===== src/rtl/time_alarm_pkg.sv =====
// Shared mode encodings, field widths and wrap-around increment helpers
// for the time/alarm datapath.
package time_alarm_pkg;

    localparam int HOURS_W   = 5;
    localparam int MIN_SEC_W = 6;

    localparam logic [HOURS_W-1:0]   MAX_HOURS   = 5'd23;
    localparam logic [MIN_SEC_W-1:0] MAX_MIN_SEC = 6'd59;

    typedef enum logic [1:0] {
        MODE_RUN       = 2'd0,
        MODE_SET_TIME  = 2'd1,
        MODE_SET_ALARM = 2'd2
    } mode_t;

    function automatic logic [HOURS_W-1:0] inc_hours(input logic [HOURS_W-1:0] v);
        return (v == MAX_HOURS) ? '0 : v + HOURS_W'(1);
    endfunction

    function automatic logic [MIN_SEC_W-1:0] inc_min_sec(input logic [MIN_SEC_W-1:0] v);
        return (v == MAX_MIN_SEC) ? '0 : v + MIN_SEC_W'(1);
    endfunction

endpackage


===== src/rtl/time_alarm_tick_gen.sv =====
// Enabled modulo-DIV prescaler: one-cycle tick on the last count, counter
// held at 0 while disabled so a re-enable always starts a full period.
module tick_gen #(
    parameter int DIV = 50_000_000
) (
    input  logic clock,
    input  logic reset,
    input  logic en,
    output logic tick
);

    localparam int                CNT_W = $clog2(DIV);
    localparam logic [CNT_W-1:0]  LAST  = CNT_W'(DIV - 1);

    logic [CNT_W-1:0] count;

    assign tick = en && (count == LAST);

    always_ff @(posedge clock or negedge reset) begin
        if (!reset) begin
            count <= '0;
        end else if (!en || tick) begin
            count <= '0;
        end else begin
            count <= count + CNT_W'(1);
        end
    end

endmodule


===== src/rtl/time_alarm_core.sv =====
// 24 h clock with settable time/alarm and timed ring output.
// Build option: define AUTO_REPEAT_EN for held-button auto-repeat in set modes.
module time_alarm_core
    import time_alarm_pkg::*;
#(
    parameter int TICK_DIV      = 50_000_000,
    parameter int RING_SECONDS  = 60,
    parameter int REPEAT_CYCLES = 12_500_000
) (
    input  logic                 clock,
    input  logic                 reset,
    input  logic                 semnal_setare,
    input  logic                 semnal_setare_a,
    input  logic                 semnal_stop,
    input  logic                 semnal_b1,
    input  logic                 semnal_b2,
    output logic [HOURS_W-1:0]   hours,
    output logic [MIN_SEC_W-1:0] minutes,
    output logic [MIN_SEC_W-1:0] seconds,
    output logic [HOURS_W-1:0]   alarm_h,
    output logic [MIN_SEC_W-1:0] alarm_m,
    output logic [1:0]           mode,
    output logic                 alarm_armed,
    output logic                 alarm_ringing,
    output logic                 led
);

    if (TICK_DIV < 2 || REPEAT_CYCLES < 2 || RING_SECONDS < 1 || RING_SECONDS > 255) begin : g_param_check
        $error("time_alarm_core: parameter out of range");
    end

    mode_t mode_q, mode_d;
    logic  b1_hist, b2_hist, stop_hist, setare_a_hist;
    logic  rise_b1, rise_b2, rise_stop, fall_setare_a;
    logic  in_set_time, in_set_alarm, in_set;
    logic  step_h, step_m;
    logic  tick, arm_set, match;
    logic  [7:0] ring_cnt;
    logic  [HOURS_W-1:0]   nxt_h;
    logic  [MIN_SEC_W-1:0] nxt_m, nxt_s;

    // Input history; zero after reset so a level already high counts as a rise.
    always_ff @(posedge clock or negedge reset) begin
        if (!reset) begin
            {b1_hist, b2_hist, stop_hist, setare_a_hist} <= '0;
        end else begin
            {b1_hist, b2_hist, stop_hist, setare_a_hist} <=
                {semnal_b1, semnal_b2, semnal_stop, semnal_setare_a};
        end
    end

    assign rise_b1       = semnal_b1 & ~b1_hist;
    assign rise_b2       = semnal_b2 & ~b2_hist;
    assign rise_stop     = semnal_stop & ~stop_hist;
    assign fall_setare_a = ~semnal_setare_a & setare_a_hist;

    always_ff @(posedge clock or negedge reset) begin
        if (!reset) mode_q <= MODE_RUN;
        else        mode_q <= mode_d;
    end

    always_comb begin
        mode_d = MODE_RUN;
        if (semnal_setare)        mode_d = MODE_SET_TIME;
        else if (semnal_setare_a) mode_d = MODE_SET_ALARM;
    end

    assign mode         = mode_q;
    assign in_set_time  = (mode_q == MODE_SET_TIME);
    assign in_set_alarm = (mode_q == MODE_SET_ALARM);
    assign in_set       = in_set_time | in_set_alarm;

    // Time-set mode holds the prescaler so RUN resumes with a full second.
    tick_gen #(.DIV(TICK_DIV)) u_sec_tick (
        .clock (clock),
        .reset (reset),
        .en    (!in_set_time),
        .tick  (tick)
    );

`ifdef AUTO_REPEAT_EN
    logic rep_b1, rep_b2;

    // Repeat timers run only while the button stays held past its rise cycle.
    tick_gen #(.DIV(REPEAT_CYCLES)) u_rep_b1 (
        .clock (clock),
        .reset (reset),
        .en    (in_set && semnal_b1 && b1_hist),
        .tick  (rep_b1)
    );

    tick_gen #(.DIV(REPEAT_CYCLES)) u_rep_b2 (
        .clock (clock),
        .reset (reset),
        .en    (in_set && semnal_b2 && b2_hist),
        .tick  (rep_b2)
    );

    assign step_h = rise_b1 | rep_b1;
    assign step_m = rise_b2 | rep_b2;
`else
    assign step_h = rise_b1;
    assign step_m = rise_b2;
`endif

    always_comb begin
        nxt_s = inc_min_sec(seconds);
        nxt_m = (seconds == MAX_MIN_SEC) ? inc_min_sec(minutes) : minutes;
        nxt_h = (seconds == MAX_MIN_SEC && minutes == MAX_MIN_SEC) ? inc_hours(hours) : hours;
    end

    always_ff @(posedge clock or negedge reset) begin
        if (!reset) begin
            hours   <= '0;
            minutes <= '0;
            seconds <= '0;
        end else if (in_set_time) begin
            seconds <= '0;
            if (step_h) hours   <= inc_hours(hours);
            if (step_m) minutes <= inc_min_sec(minutes);
        end else if (tick) begin
            hours   <= nxt_h;
            minutes <= nxt_m;
            seconds <= nxt_s;
        end
    end

    always_ff @(posedge clock or negedge reset) begin
        if (!reset) begin
            alarm_h <= '0;
            alarm_m <= '0;
        end else if (in_set_alarm) begin
            if (step_h) alarm_h <= inc_hours(alarm_h);
            if (step_m) alarm_m <= inc_min_sec(alarm_m);
        end
    end

    // Mode register moving SET_ALARM -> RUN on this edge.
    assign arm_set = in_set_alarm && fall_setare_a && !semnal_setare;
    assign match   = tick && (mode_q == MODE_RUN) && alarm_armed && !rise_stop &&
                     (nxt_h == alarm_h) && (nxt_m == alarm_m) && (nxt_s == '0);

    always_ff @(posedge clock or negedge reset) begin
        if (!reset) begin
            alarm_armed   <= 1'b0;
            alarm_ringing <= 1'b0;
            ring_cnt      <= '0;
        end else begin
            if (arm_set)                        alarm_armed <= 1'b1;
            else if (rise_stop && !alarm_ringing) alarm_armed <= 1'b0;

            if (mode_q != MODE_RUN || mode_d != MODE_RUN) begin
                alarm_ringing <= 1'b0;
                ring_cnt      <= '0;
            end else if (alarm_ringing && rise_stop) begin
                alarm_ringing <= 1'b0;
                ring_cnt      <= '0;
            end else if (alarm_ringing && tick) begin
                ring_cnt <= ring_cnt - 8'd1;
                if (ring_cnt == 8'd1) alarm_ringing <= 1'b0;
            end else if (match) begin
                alarm_ringing <= 1'b1;
                ring_cnt      <= 8'(RING_SECONDS);
            end
        end
    end

    assign led = alarm_ringing & seconds[0];

endmodule


===== config.mk =====
export PLATFORM = sky130hd
export DESIGN_NAME = time_alarm_core
export DESIGN_NICKNAME = d
export VERILOG_FILES = /design/src/rtl/time_alarm_pkg.sv /design/src/rtl/time_alarm_tick_gen.sv /design/src/rtl/time_alarm_core.sv
export SDC_FILE = /design/constraint.sdc
export NUM_CORES = 1
export LEC_CHECK = 0
export ABC_AREA = 1
export BUFFER_PORTS_ARGS = -buffer_cell sky130_fd_sc_hd__buf_2
export CAP_MARGIN = 15
export CORE_ASPECT_RATIO = 0.7
export CORE_MARGIN = 2
export CORE_UTILIZATION = 67
export CTS_BUF_LIST = sky130_fd_sc_hd__clkbuf_8
export CTS_CLUSTER_SIZE = 24
export DETAILED_ROUTE_END_ITERATION = 16
export GPL_ROUTABILITY_DRIVEN = 0
export PLACE_DENSITY = 0.94
export REMOVE_ABC_BUFFERS = 1
export SYNTH_ARGS = -nofsm -noshare
export SYNTH_HDL_FRONTEND = slang
export SYNTH_HIERARCHICAL = 1
export SYNTH_SLANG_ARGS = --single-unit

===== constraint.sdc =====
create_clock -name clock -period 4.9 [get_ports clock]
set_input_delay 0.735 -clock clock [delete_from_list [all_inputs] [get_ports clock]]
set_output_delay 0.735 -clock clock [all_outputs]
set_load 0.01 [all_outputs]

# Word level (Yosys, flattened, before mapping)
# Index checks and enable logic that the tools add are counted.
dict set report totals {
  reg_bits 70
  inputBits 7
  out_inout_bits 33
  elab_cells 104
}
dict set report op_classes {
  addsub 7
  n_eq_ne 14
  n_mux 29
  bitwise 9
  reduce_logical 31
}
# cell n
set op_table {}
lappend op_table {{two-way mux 6 bit} 9}
lappend op_table {{two-way mux 8 bit} 4}
lappend op_table {{two-way mux 5 bit} 6}
lappend op_table {{adder 26 x 1 -> 26 bit, second input constant} 1}
lappend op_table {{== test 26 bit, second input constant} 1}
lappend op_table {{two-way mux 26 bit} 1}
lappend op_table {{adder 6 x 1 -> 6 bit, second input constant} 3}
lappend op_table {{== test 6 bit, second input constant} 3}
lappend op_table {{logical AND 1 bit} 13}
lappend op_table {{adder 5 x 1 -> 5 bit, second input constant} 2}
lappend op_table {{== test 5 bit, second input constant} 2}
lappend op_table {{AND reduction 2 bit} 5}
lappend op_table {{== test 8 x 1 -> 1 bit, second input constant} 1}
lappend op_table {{nonzero test 2 bit} 4}
lappend op_table {{subtractor 8 x 1 -> 8 bit, second input constant} 1}
lappend op_table {{two-way mux 1 bit} 7}
lappend op_table {{== test 6 bit} 1}
lappend op_table {{zero test 6 bit} 1}
lappend op_table {{AND 1 bit} 5}
lappend op_table {{== test 5 bit} 1}
lappend op_table {{zero test 1 bit} 4}
lappend op_table {{two-way mux 2 bit} 2}
lappend op_table {{inequality test 2 bit, second input constant} 2}
lappend op_table {{inequality test 4 x 3 -> 1 bit, second input constant} 1}
lappend op_table {{other kinds (6)} 10}

# Depth between registers and ports, before layout
dict set report logic_depth {
  depth_word 13
  ltp_mapped 20
}

# By module
# The synthesis kept the hierarchy.
# module instances cells_each area_per_inst_um2 seq_area_each_um2
set modules_own_cells {}
lappend modules_own_cells {time_alarm_core 1 413 2911.5 1101.1}
lappend modules_own_cells {tick_gen 1 228 1622.8 650.6}

# Worst setup path after synthesis
# OpenSTA, ideal clock, no wires.
dict set report synth_timing {
  kind {register to register}
  startpoint {register mode_q[0] (netlist: mode[0])}
  endpoint {register alarm_ringing}
  setup_ps 117
  t_arrival_ps 2248
  required_time_ps 4783
  slack_ps 2535
  path_stages_with_launch 21
  path_buffers 2
  synth_period_minus_slack_ps 2365
  cell_sequence {dfrtp_1 inv_1 nor2_1 inv_1 clkbuf_1 inv_1 nor2_1 nand3_1 nor3_1 nand2_1 nor2_1 nand2_1 nor2_1 nand2_1 nor2_1 nand3_1 nand2_2 buf_6 nand2_1 nand2_1 nand2_1}
}
dict set report synth_via {
  elab_chain_len 11
}
# element line_no
set synth_lines {}
lappend synth_lines {{from (decl)} time_alarm_core.sv:32} ;# mode_t mode_q, mode_d;
lappend synth_lines {{from (signal assigned)} time_alarm_core.sv:59} ;# else mode_q <= mode_d;
lappend synth_lines {{== test 2 x 1 -> 1 bit *} time_alarm_core.sv:69} ;# assign in_set_time = (mode_q == MODE_SET_TIME);
lappend synth_lines {{zero test 1 bit *} time_alarm_core.sv:77} ;# .en (!in_set_time),
lappend synth_lines {{logical AND 1 bit *} time_alarm_tick_gen.sv:17} ;# assign tick = en && (count == LAST);
lappend synth_lines {{via tick} time_alarm_core.sv:37} ;# logic tick, arm_set, match;
lappend synth_lines {{logical AND 1 bit (4 in a row)} time_alarm_core.sv:140} ;# assign match = tick && (mode_q == MODE_RUN) && alarm_armed && !rise_stop &&
lappend synth_lines {{logical AND 1 bit (2 in a row)} time_alarm_core.sv:141} ;# (nxt_h == alarm_h) && (nxt_m == alarm_m) && (nxt_s == '0);
lappend synth_lines {{nonzero test 4 bit (no source line)} n/a}
lappend synth_lines {{AND reduction 2 bit (no source line)} n/a}
lappend synth_lines {{to (signal assigned)} time_alarm_core.sv:146} ;# alarm_ringing <= 1'b0;
lappend synth_lines {{to (signal assigned)} time_alarm_core.sv:153} ;# alarm_ringing <= 1'b0;
lappend synth_lines {{to (signal assigned)} time_alarm_core.sv:156} ;# alarm_ringing <= 1'b0;
lappend synth_lines {{to (decl)} time_alarm_core.sv:24} ;# output logic alarm_ringing,
# The timed path passes the listed nets; every way through them passes the cells marked *.
# A chain may end at the register's enable or synchronous reset.

# Final worst setup path
dict set report layout_timing {
  startpoint {register mode_q[0] (netlist: mode[0])}
  endpoint {register minutes[1]}
}
dict set report layout_via {
  elab_chain_len 5
}
# element line_no
set layout_lines {}
lappend layout_lines {{== test 2 x 1 -> 1 bit} time_alarm_core.sv:69}
lappend layout_lines {{zero test 1 bit} time_alarm_core.sv:77}
lappend layout_lines {{logical AND 1 bit} time_alarm_tick_gen.sv:17}
lappend layout_lines {{via tick} time_alarm_core.sv:37}
lappend layout_lines {{nonzero test 2 bit (no source line)} n/a}
lappend layout_lines {{AND reduction 2 bit (no source line)} n/a}
lappend layout_lines {{to (signal assigned)} time_alarm_core.sv:120} ;# if (step_m) minutes <= inc_min_sec(minutes);
lappend layout_lines {{to (signal assigned)} time_alarm_core.sv:123} ;# minutes <= nxt_m;
lappend layout_lines {{to (decl)} time_alarm_core.sv:18} ;# output logic [MIN_SEC_W-1:0] minutes,
# The timed path passes the listed nets, and every way through them passes these cells.

==> metrics <==
share of post-route cells with drive strength above 1 0.135; clock slew at reported path FFs 90 ps; WP data required between 5000 and 6000 ps; Core Area ~0.0067 mm^2; main combinational cell family by area after synthesis simple AND/OR/NAND/NOR gates; Ports 40; Die H around 73 um; power consumption between 1.5 and 2 mW; Die X between 100 and 150 um; CP Launch Type register; fin crit share 0.671; Netlist cell types 34; CTS resizes 0; WL met3 between 1000 and 1500 um; CTS tree built; pwr dens 356 mW/mm^2; RSZ-0062 raised after global routing no; Post-synth EDFFs 0; initial antenna violation count 0; H-tree levels 3; CTS root buf clkbuf_8; Critical Path End Type register; Post-Layout Cell Count approximately 800; Max clock buf depth 2; mean routed wirelength per cell 15.0 um; Slew @ Worst Pin between 1000 and 1500 ps; Worst IR Drop VDD ~0.00026 V; synth top area cells dfrtp_1, nand2_1, nor2_1; vias per inst approximately 5.8; DR pass1 iterations 6; Port Buf Inserts 39; Final Setup Violations 0; post-synth top area cell dfrtp_1; fin area between 0.005 and 0.006 mm^2; WL met1 between 5000 and 6000 um; fmax a little over 0.3 GHz; FFs w/ async S/R, synth 1.00; Placed Cells between 700 and 800; Hold Crit Class input pin to asynchronous set/reset pin; routed via count about 4600; placed cell areas between 0.004 and 0.005 mm^2; first-pass GRT wire length about 19000 um; ANT nets after route 0; GRT Util Overall 0.328; XOR/XNOR share of the synthesized area 0.0425; final hold vios 0; total congestion overflow 0; crit-path max FO 16; mux cell area share after synthesis 0.00221; Initial Util 0.681; crit path DAT between 3000 and 4000 ps; met2 wire len a little over 5000 um; number of buffers created by CTS 9; run status finished, final reports clean; later-pin clock latency in the skew report approximately 360 ps; number of remaining DRC errors 0; Cell Rows 25; area grow syn2layout 10.4%; die area approximately 0.0075 mm^2; mapped cell area ~0.0045 mm^2; WL final roughly 12000 um; Layout Nets about 700; adder-cell share of the synthesized area 0.0276; ANT cells 0; HPWL after DPL between 8000 and 9000 um; Slew headroom 0.326; simple-gate share of the synthesized area 0.366; Post-CTS Setup Bufs 0; DR iter-0 viols just over 500; largest net degree at the start of global routing 37; Filler cells ~490; Worst Skew about 13 ps; post-layout min period 3290 ps; top layer in use met4; CTS hold repair buffers 0; fin. max-slew vios 0; Top FF cell, synth dfrtp_1; setup TNS 0 ps; Max-cap violations 0; Post-Route Utilization 0.751; Syn Area/Cell about 7 um^2; Crit Path Category register to register; sequential cell area fraction in the yosys report 0.386; vias in the first global route slightly above 4000; Mapped Cells 641; clock net sink count 70; Yosys Warn Count 6; Leak ~2.5 nW; top-area cell type share of the netlist area 0.386; Synth Area in Compound Gates 0.0858; Yosys reg bits 70
[registers in the layout, summed over array words and instances, names as in the netlist, 2 cells and up]
| signal | cells |
|---|---|
| seconds | 6 |
| alarm_h | 5 |
| ring_cnt | 8 |
| minutes | 6 |
| u_sec_tick/count | 26 |
| mode | 2 |
| hours | 5 |
| alarm_m | 6 |
[worst max-delay path: stages (launching register included)]
cell and delay (ps):
dfrtp_1 370, inv_1 60, nor2_1 760, inv_1 550
inv_1 190, nor2_1 90, inv_1 110, nand2_1 190
o21ai_0 360, inv_1 250, o21ai_0 130, o22ai_1 100
[routing by layer]
metal / GRT usage / vias to the layer above
li1: - / 2136
met1: 0.461 / 2113
met2: 0.504 / 264
met3: 0.0939 / 43
met4: 0.0889 / 0
met5: 0 / -
[layout make-up]
| cell class | count | area [um^2] | share of cell area |
|---|---|---|---|
| well taps | 94 | 118 | 0.0235 |
| clock inverters | 7 | 114 | 0.0227 |
| repair buffers | 40 | 203 | 0.0405 |
| multi-input cells | 477 | 2380 | 0.475 |
| inverters | 84 | 317 | 0.0633 |
| clock buffers | 9 | 124 | 0.0248 |
| flip-flops and latches | 70 | 1750 | 0.350 |
[kinds of logic after synthesis]
group,Yosys count
and+or+nand+nor,376
buffers and inverters,94
DFF,70
AOI/OAI and AO/OA,68
xor gates and xnor gates,22
adders and majority gates,10
muxes,1
[metrics by stage]
| step | setup WS (ps) | hold slack [ps] |
|---|---|---|
| 4_1_cts | 1800 | 460 |
| 3_5_place_dp | 1920 | 503 |
| 2_1_floorplan | 2550 | 439 |
| 6_report | 1610 | 440 |
| 3_3_place_gp | 2110 | 506 |
| 5_1_grt | 1280 | 485 |
[report_power, final]
group	internal [mW]	total, mW	switching, mW	leakage [nW]
Clock	0.335	0.569	0.234	0.117
Sequential	0.643	0.754	0.111	0.914
Combinational	0.163	0.457	0.294	1.46
Total	1.14	1.78	0.639	2.49
[layout by cell type, fill, tap and decap left out, drive strengths merged, types with 10 or more instances in the layout]
cell type	Yosys	layout
a21oi	15	15
buf	8	40
dfrtp	70	70
ha	10	10
inv	83	84
nand2	174	174
nand3	65	65
nand4	16	16
nor2	112	112
o21ai	33	33
o22ai	14	14
xor2	14	14
[cells in the mapped netlist, drive strengths merged (10+ instances only)]
| cell type | count |
|---|---|
| xor2 | 14 |
| dfrtp | 70 |
| nor2 | 112 |
| nand3 | 65 |
| ha | 10 |
| nand4 | 16 |
| a21oi | 15 |
| o21ai | 33 |
| inv | 83 |
| nand2 | 174 |
| o22ai | 14 |
[path summary, 6_finish.rpt]
kind | start | end | slack (ps) | cells after the start
setup / recovery | mode[0] | minutes[1] | 1610 | 11
hold / removal | reset | u_sec_tick/count[13] | 440 | 1
setup reg to reg | mode[0] | minutes[1] | 1610 | 11
hold reg to reg | stop_hist | alarm_armed | 520 | 2
max in group asynchronous | reset | alarm_m[3] | 3500 | 2
min in group clock | semnal_b1 | b1_hist | 480 | 1
Note: power is estimated with default switching activity, not from simulation.
